## config.mk

```make
export PLATFORM = sky130hd
export DESIGN_NAME = priority_encoder_8to3
export DESIGN_NICKNAME = d
export VERILOG_FILES = /design/src/rtl/priority_encoder_8to3.sv
export SDC_FILE = /design/constraint.sdc
export NUM_CORES = 1
export LEC_CHECK = 0
export CAP_MARGIN = 10
export CORE_AREA = 4 4 41 43
export DETAILED_ROUTE_END_ITERATION = 16
export DIE_AREA = 0 0 45 47
export PLACE_DENSITY_LB_ADDON = 0.1
export SYNTH_ARGS = -nofsm -noshare
export SYNTH_HDL_FRONTEND = slang
export SYNTH_SLANG_ARGS = --single-unit
```

## constraint.sdc

```tcl
create_clock -name clk -period 1.52 [get_ports clk]
set_clock_uncertainty 0.05 [all_clocks]
set_input_delay 0.304 -clock clk [delete_from_list [all_inputs] [get_ports clk]]
set_output_delay 0.304 -clock clk [all_outputs]
set_load 0.1 [all_outputs]
```

## src/rtl/priority_encoder_8to3.sv

```systemverilog
// Registered priority encoder: reports the index of the highest-numbered
// asserted request bit, plus an idle flag when no request is present.
// One-cycle latency, no combinational path from In to the outputs.
module priority_encoder_8to3 #(
  parameter int WIDTH = 8,
  parameter int OUT_W = $clog2(WIDTH)
) (
  input  logic             clk,
  input  logic             rst_n,
  input  logic [WIDTH-1:0] In,
  output logic             IDLE,
  output logic [OUT_W-1:0] Out
);

  // Highest set bit wins: later (higher) indices overwrite earlier ones.
  // An X/Z request bit tests false, so the registers always load a clean
  // value after the next sample.
  function automatic logic [OUT_W-1:0] encode_msb(input logic [WIDTH-1:0] req);
    logic [OUT_W-1:0] idx;
    idx = '0;
    for (int i = 0; i < WIDTH; i++) begin
      if (req[i] === 1'b1) begin
        idx = OUT_W'(i);
      end
    end
    return idx;
  endfunction

  // Idle only when every request bit is a clean zero.
  function automatic logic is_idle(input logic [WIDTH-1:0] req);
    logic any;
    any = 1'b0;
    for (int i = 0; i < WIDTH; i++) begin
      if (req[i] === 1'b1) begin
        any = 1'b1;
      end
    end
    return ~any;
  endfunction

  // Stage p0: combinational encode of the sampled request vector.
  logic [OUT_W-1:0] out_p0;
  logic             idle_p0;

  // Encode the current request vector.
  always_comb begin
    out_p0  = encode_msb(In);
    idle_p0 = is_idle(In);
  end

  // Stage p1: output registers.
  logic [OUT_W-1:0] out_p1;
  logic             idle_p1;

  // Register the encoding; reset forces the idle encoding immediately.
  always_ff @(posedge clk or negedge rst_n) begin
    if (!rst_n) begin
      out_p1  <= '0;
      idle_p1 <= 1'b1;
    end else begin
      out_p1  <= out_p0;
      idle_p1 <= idle_p0;
    end
  end

  assign Out  = out_p1;
  assign IDLE = idle_p1;

endmodule

```

==> impl_metrics.ini, run 1 <==
[run_status]
status = finished, final reports clean

[place]
dp_cells = 43
dp_hpwl_um = 343
io_buffers = 13
gp_congestion = 0.629

[yosys]
synthSimpleGateAreaFrac_pct = 20.7
syn_nets = 25
synth_top_family_by_area = simple AND/OR/NAND/NOR gates
synth_largest_area_cell = dfrtp_1
synth_top_area_share_pct = 44.4
synth_xor_area_share_pct = 0
syn_area_sq_um = 169
synth_cell_types = 9
synth_area_leaders = dfrtp_1 (44%), dfstp_2 (16%), nor4b_2 (8.9%)
ys_seq_area_share_pct = 60.0
avgSynthCellArea_sq_um = 11.3
synth_seq_cells = 4
synth_compound_area_share_pct = 14.8
synth_adder_area_share_pct = 0
ys_warn_count = 0
syn_inst = 15
yosys-mux-area-fraction_pct = 0

[cells_and_area]
multiInputGateArea_sq_um = 60.1
num_antenna_cells = 0
final_common_cell = clkdlybuf4s50_1
regArea_sq_um = 101
syn_to_final_growth_pct = 127
final_cell_mix = clkdlybuf4s50_1 (9), buf_12 (4), dfrtp_1 (3), clkbuf_4 (3)
fin_nets = 43
drive_gt1_share_pct = 34.4
instances_no_fill = 47
fill_cells = 147

[clock_network]
clockBufferDepth = 2
post_cts_buffers = 0
numCtsBuffers = 3
cts_tree = yes
cts_sinks = 4
cts_hold_buffers = 0
cts_resized = 0
path_clk_slew_ns = 0.04
cts-root-buf = clkbuf_4
h-tree-depth = 1

[setup_path]
crit_family = flip-flops
crit_path_top_delay_cell = dfstp_2
cp_max_fo = 1
cpPeakStageDelay_ns = 0.53
startpoint_type = flip-flop
cp_cell_sequence = buf_12
critical_path_required_ns = 1.17
critPathKind = reg -> out
endpoint_kind = output port
worst_ep_arrival_time_ns = 0.93
worstPathBufferInverterCount = 1

[route]
wirelength_um = 392
wire_per_inst_um = 8.34
vias_per_cell = 3.51
first_pass_iters = 4
drc = 0
vias = 165
ant_nets = 0
drtIter0Drc = 3

[timing]
finalSetupViolCount = 0
fin_crit_ns = 1.28
tns_ns = 0
fmax_mhz = 778
worstMarginPinSlew_ns = 0.232
slew_headroom_pct = 84.4
rsz0062_at_grt = false
fin_crit_sh_pct = 84.5
finalMaxSlewViolations = 0
hold_viol_final = 0

[grt]
first_global_vias = 195
use_met2_pct = 6.21
grt_max_degree = 5
grt_overflow = 0
grt_most_used_layer = met4
grt_pass1_wl_um = 669
grt_usage_pct = 5.24
use_met3_pct = 0.766
met1_usage_pct = 4.85
antenna_found_initial = 0

[power]
power_density_nw_per_um2 = 899
vdd_drop_max_mv = 0.201
leakagePower_nw = 0.155

[floorplan]
io_pins = 14
die_area_sq_um = 2120
die_y_um = 47
die_w_um = 45
rows = 13
coreArea_sq_um = 1300
start_util_pct = 13.0

[hold_path]
hp-class = in -> async

[flow_run]
max_cap_viol_count = 0
worst max-delay path by stage:
stage	slack, ns	depth (start not counted)	end	startpoint
finish	0.24	1	IDLE	IDLE
global route	0.21	1	IDLE	IDLE
CTS	0.22	1	IDLE	IDLE
detailed placement	0.14	4	IDLE	In[6]
global placement	0.15	4	IDLE	In[6]
floorplan	0.28	0	Out[0]	Out[0]
registers in the layout (all words and copies together), names as in the netlist:
signal  flops
IDLE        1
Out         3
synthesized netlist by cell type (all sizes together):
cell   number
a21oi       2
dfrtp       3
dfstp       1
inv         2
nand2       1
nor2        3
nor4b       1
o31ai       2
kinds of logic after synthesis:
group | Yosys count
AOI/OAI and AO/OA | 4
DFF | 4
buffers and inverters | 2
and+or+nand+nor | 5
metrics by stage:
stage               util (%)  total power [mW]  setup WS [ns]  hold slack (ns)  area [sq um]
CTS                     29.5             0.355          0.222            0.209           384
finish                  29.5             0.345          0.235            0.213           384
floorplan                  -             0.153          0.283          -0.0416           169
detailed placement      27.5             0.204          0.140            0.464           358
global route            29.5             0.362          0.213            0.233           384
global placement        27.5             0.203          0.154            0.468           358
cell type report:
type	count	area share, %
multi-input combinational	9	15.6
tap	15	4.89
sequential	4	26.4
inverter	2	1.95
timing repair buffer	13	44.3
clock buffer	4	6.84
power breakdown:
group,total [mW],internal [mW],switching [mW]
Sequential,0.115,0.111,0.00332
Combinational,0.0872,0.0408,0.0464
Clock,0.143,0.0986,0.0447
Total,0.345,0.251,0.0944
layer usage:
metal / up-vias / wire, um / share of wire [%]
met3: 0 / 67 / 17
met4: 0 / 0 / 0
met1: 65 / 147 / 38
met2: 15 / 177 / 45
met5: - / 0 / 0
li1: 85 / - / -
Power figures use the tool's default switching activity.
==> run 2: changes to the inputs <==
==> constraint.sdc (replaced) <==
create_clock -name clk -period 1.3 [get_ports clk]
set_clock_uncertainty 0.05 [all_clocks]
set_input_delay 0.26 -clock clk [delete_from_list [all_inputs] [get_ports clk]]
set_output_delay 0.26 -clock clk [all_outputs]
set_load 0.1 [all_outputs]
==> run 2 against run 1 <==
  * Non-clock buffer count is 3 higher
  * Design area up 5.9%
  * Clock power increased by 16%
  * Sequential power up 17%
  * Core utilization rose by 1.7 points
  * Critical path type unchanged
  * Largest power group unchanged
==> impl_metrics.ini, run 2 (synthesized netlist as in run 1, its figures left out) <==
[power]
vdd_drop_max_mv = 0.225
p_total_uw = 408
leakagePower_nw = 0.168
power_density_nw_per_um2 = 1000

[clock_network]
cts_resized = 0
clockBufferDepth = 2
cts_sinks = 4
cts_tree = yes
h-tree-depth = 1
path_clk_slew_ns = 0.04
numCtsBuffers = 3
cts-root-buf = clkbuf_4
cts_hold_buffers = 0
post_cts_buffers = 0

[floorplan]
die_y_um = 47
rows = 13
start_util_pct = 13.0
io_pins = 14
die_w_um = 45
die_area_sq_um = 2120
coreArea_sq_um = 1300

[hold_path]
hp-class = in -> async

[grt]
antenna_found_initial = 0
grt_most_used_layer = met4
grt_overflow = 0
use_met3_pct = 0.766
grt_max_degree = 5
use_met2_pct = 5.37
grt_usage_pct = 4.85
first_global_vias = 181
met1_usage_pct = 4.39
grt_pass1_wl_um = 607

[cells_and_area]
drive_gt1_share_pct = 40.0
final_common_cell = clkdlybuf4s50_1
num_antenna_cells = 0
final_cell_mix = clkdlybuf4s50_1 (9), buf_12 (4), dfrtp_1 (3), clkbuf_4 (3), buf_4 (3)
largest_reg_flops = 3
syn_to_final_growth_pct = 141
fin_nets = 46

[route]
drtIter0Drc = 3
wire_per_inst_um = 7.82
vias = 173
drc = 0
vias_per_cell = 3.46
ant_nets = 0
first_pass_iters = 2
wirelength_um = 391

[place]
dp_hpwl_um = 350
gp_congestion = 0.608
place_ws_ns = -0.0444
io_buffers = 13

[timing]
slew_headroom_pct = 86.7
finalSetupViolCount = 0
layout_setup_ws_ns = 0.0605
finalMaxSlewViolations = 0
fin_crit_sh_pct = 95.3
rsz0062_at_grt = false
hold_slack_ns = 0.169
hold_viol_final = 0
fmax_mhz = 807
worstMarginPinSlew_ns = 0.197
fin_crit_ns = 1.24

[run_status]
status = finished, final reports clean

[setup_path]
crit_family = flip-flops
cpPeakStageDelay_ns = 0.53
cp_max_fo = 1
endpoint_kind = output port
startpoint = IDLE
critical_path_required_ns = 0.99
cp_cell_sequence = buf_12
worst_ep_arrival_time_ns = 0.93
startpoint_type = flip-flop
worstPathBufferInverterCount = 1
crit_path_top_delay_cell = dfstp_2
critPathKind = reg -> out

[flow_run]
max_cap_viol_count = 0
[run 2: changes by cell type in the layout (fill, tap and decap cells not counted), sizes merged]
cell,before,now
buf,4,7
[run 2: metrics by stage]
step | setup TNS [ns] | std cells | instance area, sq um | utilization, %
after floorplan | 0 | 15 | 169 | -
after detailed placement | -0.0444 | 46 | 380 | 29.2
after global placement | -0.0263 | 46 | 380 | 29.2
after CTS | 0 | 50 | 407 | 31.3
final | 0 | 50 | 407 | 31.3
after global routing | 0 | 50 | 407 | 31.3
[run 2: worst max-delay path by stage]
stage	to	slack, ns	cells past startpoint
CTS	IDLE	0.05	1
floorplan	Out[0]	0.11	0
finish	IDLE	0.06	1
global route	IDLE	0.04	1
detailed placement	IDLE	-0.04	4
global placement	IDLE	-0.03	4
[run 2: metal layers]
layer / vias to the layer above / routed length [um]
met5: - / 0
met4: 0 / 0
met3: 0 / 74
met2: 13 / 181
met1: 69 / 135
li1: 91 / -
[run 2: final cells by class]
cell class | instances | area (sq um)
clock buffers | 4 | 26.3
fillers | 144 | 895
inverters | 2 | 7.51
multi-input cells | 9 | 60.1
flip-flops and latches | 4 | 101
well taps | 15 | 18.8
repair buffers | 16 | 193
[run 2: where the power goes]
group / switching [mW] / internal, mW
clock network: 0.0512 / 0.115
registers: 0.00380 / 0.130
logic: 0.0551 / 0.0523
total: 0.110 / 0.298
==> run 3: changes to the inputs <==
--- a/config.mk
+++ b/config.mk
@@ -7,8 +7,10 @@
 export LEC_CHECK = 0
 export CAP_MARGIN = 10
 export CORE_AREA = 4 4 41 43
+export CTS_CLUSTER_SIZE = 25
 export DETAILED_ROUTE_END_ITERATION = 16
 export DIE_AREA = 0 0 45 47
+export GPL_TIMING_DRIVEN = 0
 export PLACE_DENSITY_LB_ADDON = 0.1
 export SYNTH_ARGS = -nofsm -noshare
 export SYNTH_HDL_FRONTEND = slang
==> run 3 against run 2 <==
  * Critical path depth unchanged
  * Die area unchanged
  * Clock-buffer cell count stayed put
  * Design area decreased by 18%
  * Power decreased by 6.0%
  * First-iteration DRC count rose by 67%
  * Critical path type unchanged
  * Worst setup slack worse by 0.031 ns
  * Critical endpoint is now Out[1]
  * Global-route usage is 0.076 points higher
  * Largest cell class unchanged
  * Maximum frequency is 2.4% lower
==> impl_metrics.ini, run 3 (synthesized netlist as in run 1, its figures left out) <==
[timing]
rsz0062_at_grt = false
layout_setup_ws_ns = 0.0298
finalSetupViolCount = 0
hold_viol_final = 0
worstMarginPinSlew_ns = 0.486
hold_slack_ns = 0.170
slew_headroom_pct = 67.8
tns_ns = 0
fmax_mhz = 787
finalMaxSlewViolations = 0
fin_crit_sh_pct = 97.7
fin_crit_ns = 1.27

[grt]
grt_max_degree = 5
grt_usage_pct = 4.92
first_global_vias = 179
grt_overflow = 0
antenna_found_initial = 0
grt_pass1_wl_um = 621

[clock_network]
cts-root-buf = clkbuf_4
post_cts_buffers = 0
cts_sinks = 4
h-tree-depth = 1
path_clk_slew_ns = 0.04
clockBufferDepth = 2
cts_tree = yes
numCtsBuffers = 3

[place]
gp_congestion = 0.645
dp_cells = 43
place_ws_ns = -0.624
place_area_sq_um = 318
io_buffers = 13

[setup_path]
cpPeakStageDelay_ns = 0.42
endpoint_kind = output port
worst_ep_arrival_time_ns = 0.96
crit_path_top_delay_cell = buf_2
cp_cell_sequence = buf_2
startpoint_type = flip-flop
critPathKind = reg -> out
worstPathBufferInverterCount = 1
critical_path_required_ns = 0.99
crit_family = buffers and inverters
cp_max_fo = 1

[power]
p_total_uw = 383
vdd_drop_max_mv = 0.218
leakagePower_nw = 0.132
power_density_nw_per_um2 = 1150

[route]
routed.top_layer = met4
drtIter0Drc = 5
ant_nets = 0
dr_wl_met2_um = 140
met3_wirelength_um = 81
wirelength_um = 383
drt-met1-wl_um = 141
wire_per_inst_um = 8.15
vias = 164
first_pass_iters = 4
drc = 0
vias_per_cell = 3.49

[run_status]
status = finished, final reports clean

[cells_and_area]
multiInputGateArea_sq_um = 60.1
num_antenna_cells = 0
syn_to_final_growth_pct = 97.0
final_core_util_pct = 25.6
final_common_cell = clkdlybuf4s50_1
final_cell_mix = clkdlybuf4s50_1 (9), clkbuf_4 (4), dfrtp_1 (3)
regArea_sq_um = 101
instances_no_fill = 47
drive_gt1_share_pct = 34.4
fill_cells = 148
largest_reg_flops = 3
fin_nets = 43
final_area_sq_um = 333

[floorplan]
die_y_um = 47
rows = 13
die_w_um = 45
die_area_sq_um = 2120
coreArea_sq_um = 1300
start_util_pct = 13.0
io_pins = 14

[hold_path]
hp-class = in -> async

[flow_run]
max_cap_viol_count = 0
[run 3: changes by cell type in the layout (fill, tap and decap cells not counted)]
cell      change
buf_2         +2
buf_6         +1
buf_4         -3
buf_12        -4
clkbuf_4      +1
[run 3: layout make-up]
class / count / area share [%]
multi-input cells: 9 / 18.0
flip-flops and latches: 4 / 30.5
repair buffers: 13 / 35.7
inverters: 2 / 2.26
clock buffers: 4 / 7.89
well taps: 15 / 5.64
[run 3: metal layers]
layer | vias to the layer above | global-route usage [%]
li1 | 85 | -
met1 | 62 | 5.30
met2 | 15 | 4.80
met3 | 2 | 0.383
met4 | 0 | 12.3
met5 | - | 0
[run 3: worst max-delay path by stage]
| stage | start | end | slack, ns | cells after the start |
|---|---|---|---|---|
| global route | Out[1] | Out[1] | 0.006 | 1 |
| CTS | Out[0] | Out[0] | 0.01 | 1 |
| finish | Out[1] | Out[1] | 0.03 | 1 |
| global placement | IDLE | IDLE | -0.63 | 1 |
| detailed placement | IDLE | IDLE | -0.62 | 1 |
| floorplan | Out[0] | Out[0] | 0.11 | 0 |
[run 3: power breakdown]
part	switching, mW	internal, mW	leakage, nW
registers	0.000982	0.130	0.0401
logic	0.0542	0.0337	0.0770
clock network	0.0494	0.115	0.0150
total	0.105	0.279	0.132
[run 3: what timing repair did]
item / 4_1_cts / 5_1_grt
hold buffers: 0 / 0
resized for setup: 22 / 1
setup endpoints to repair: 4 / 1
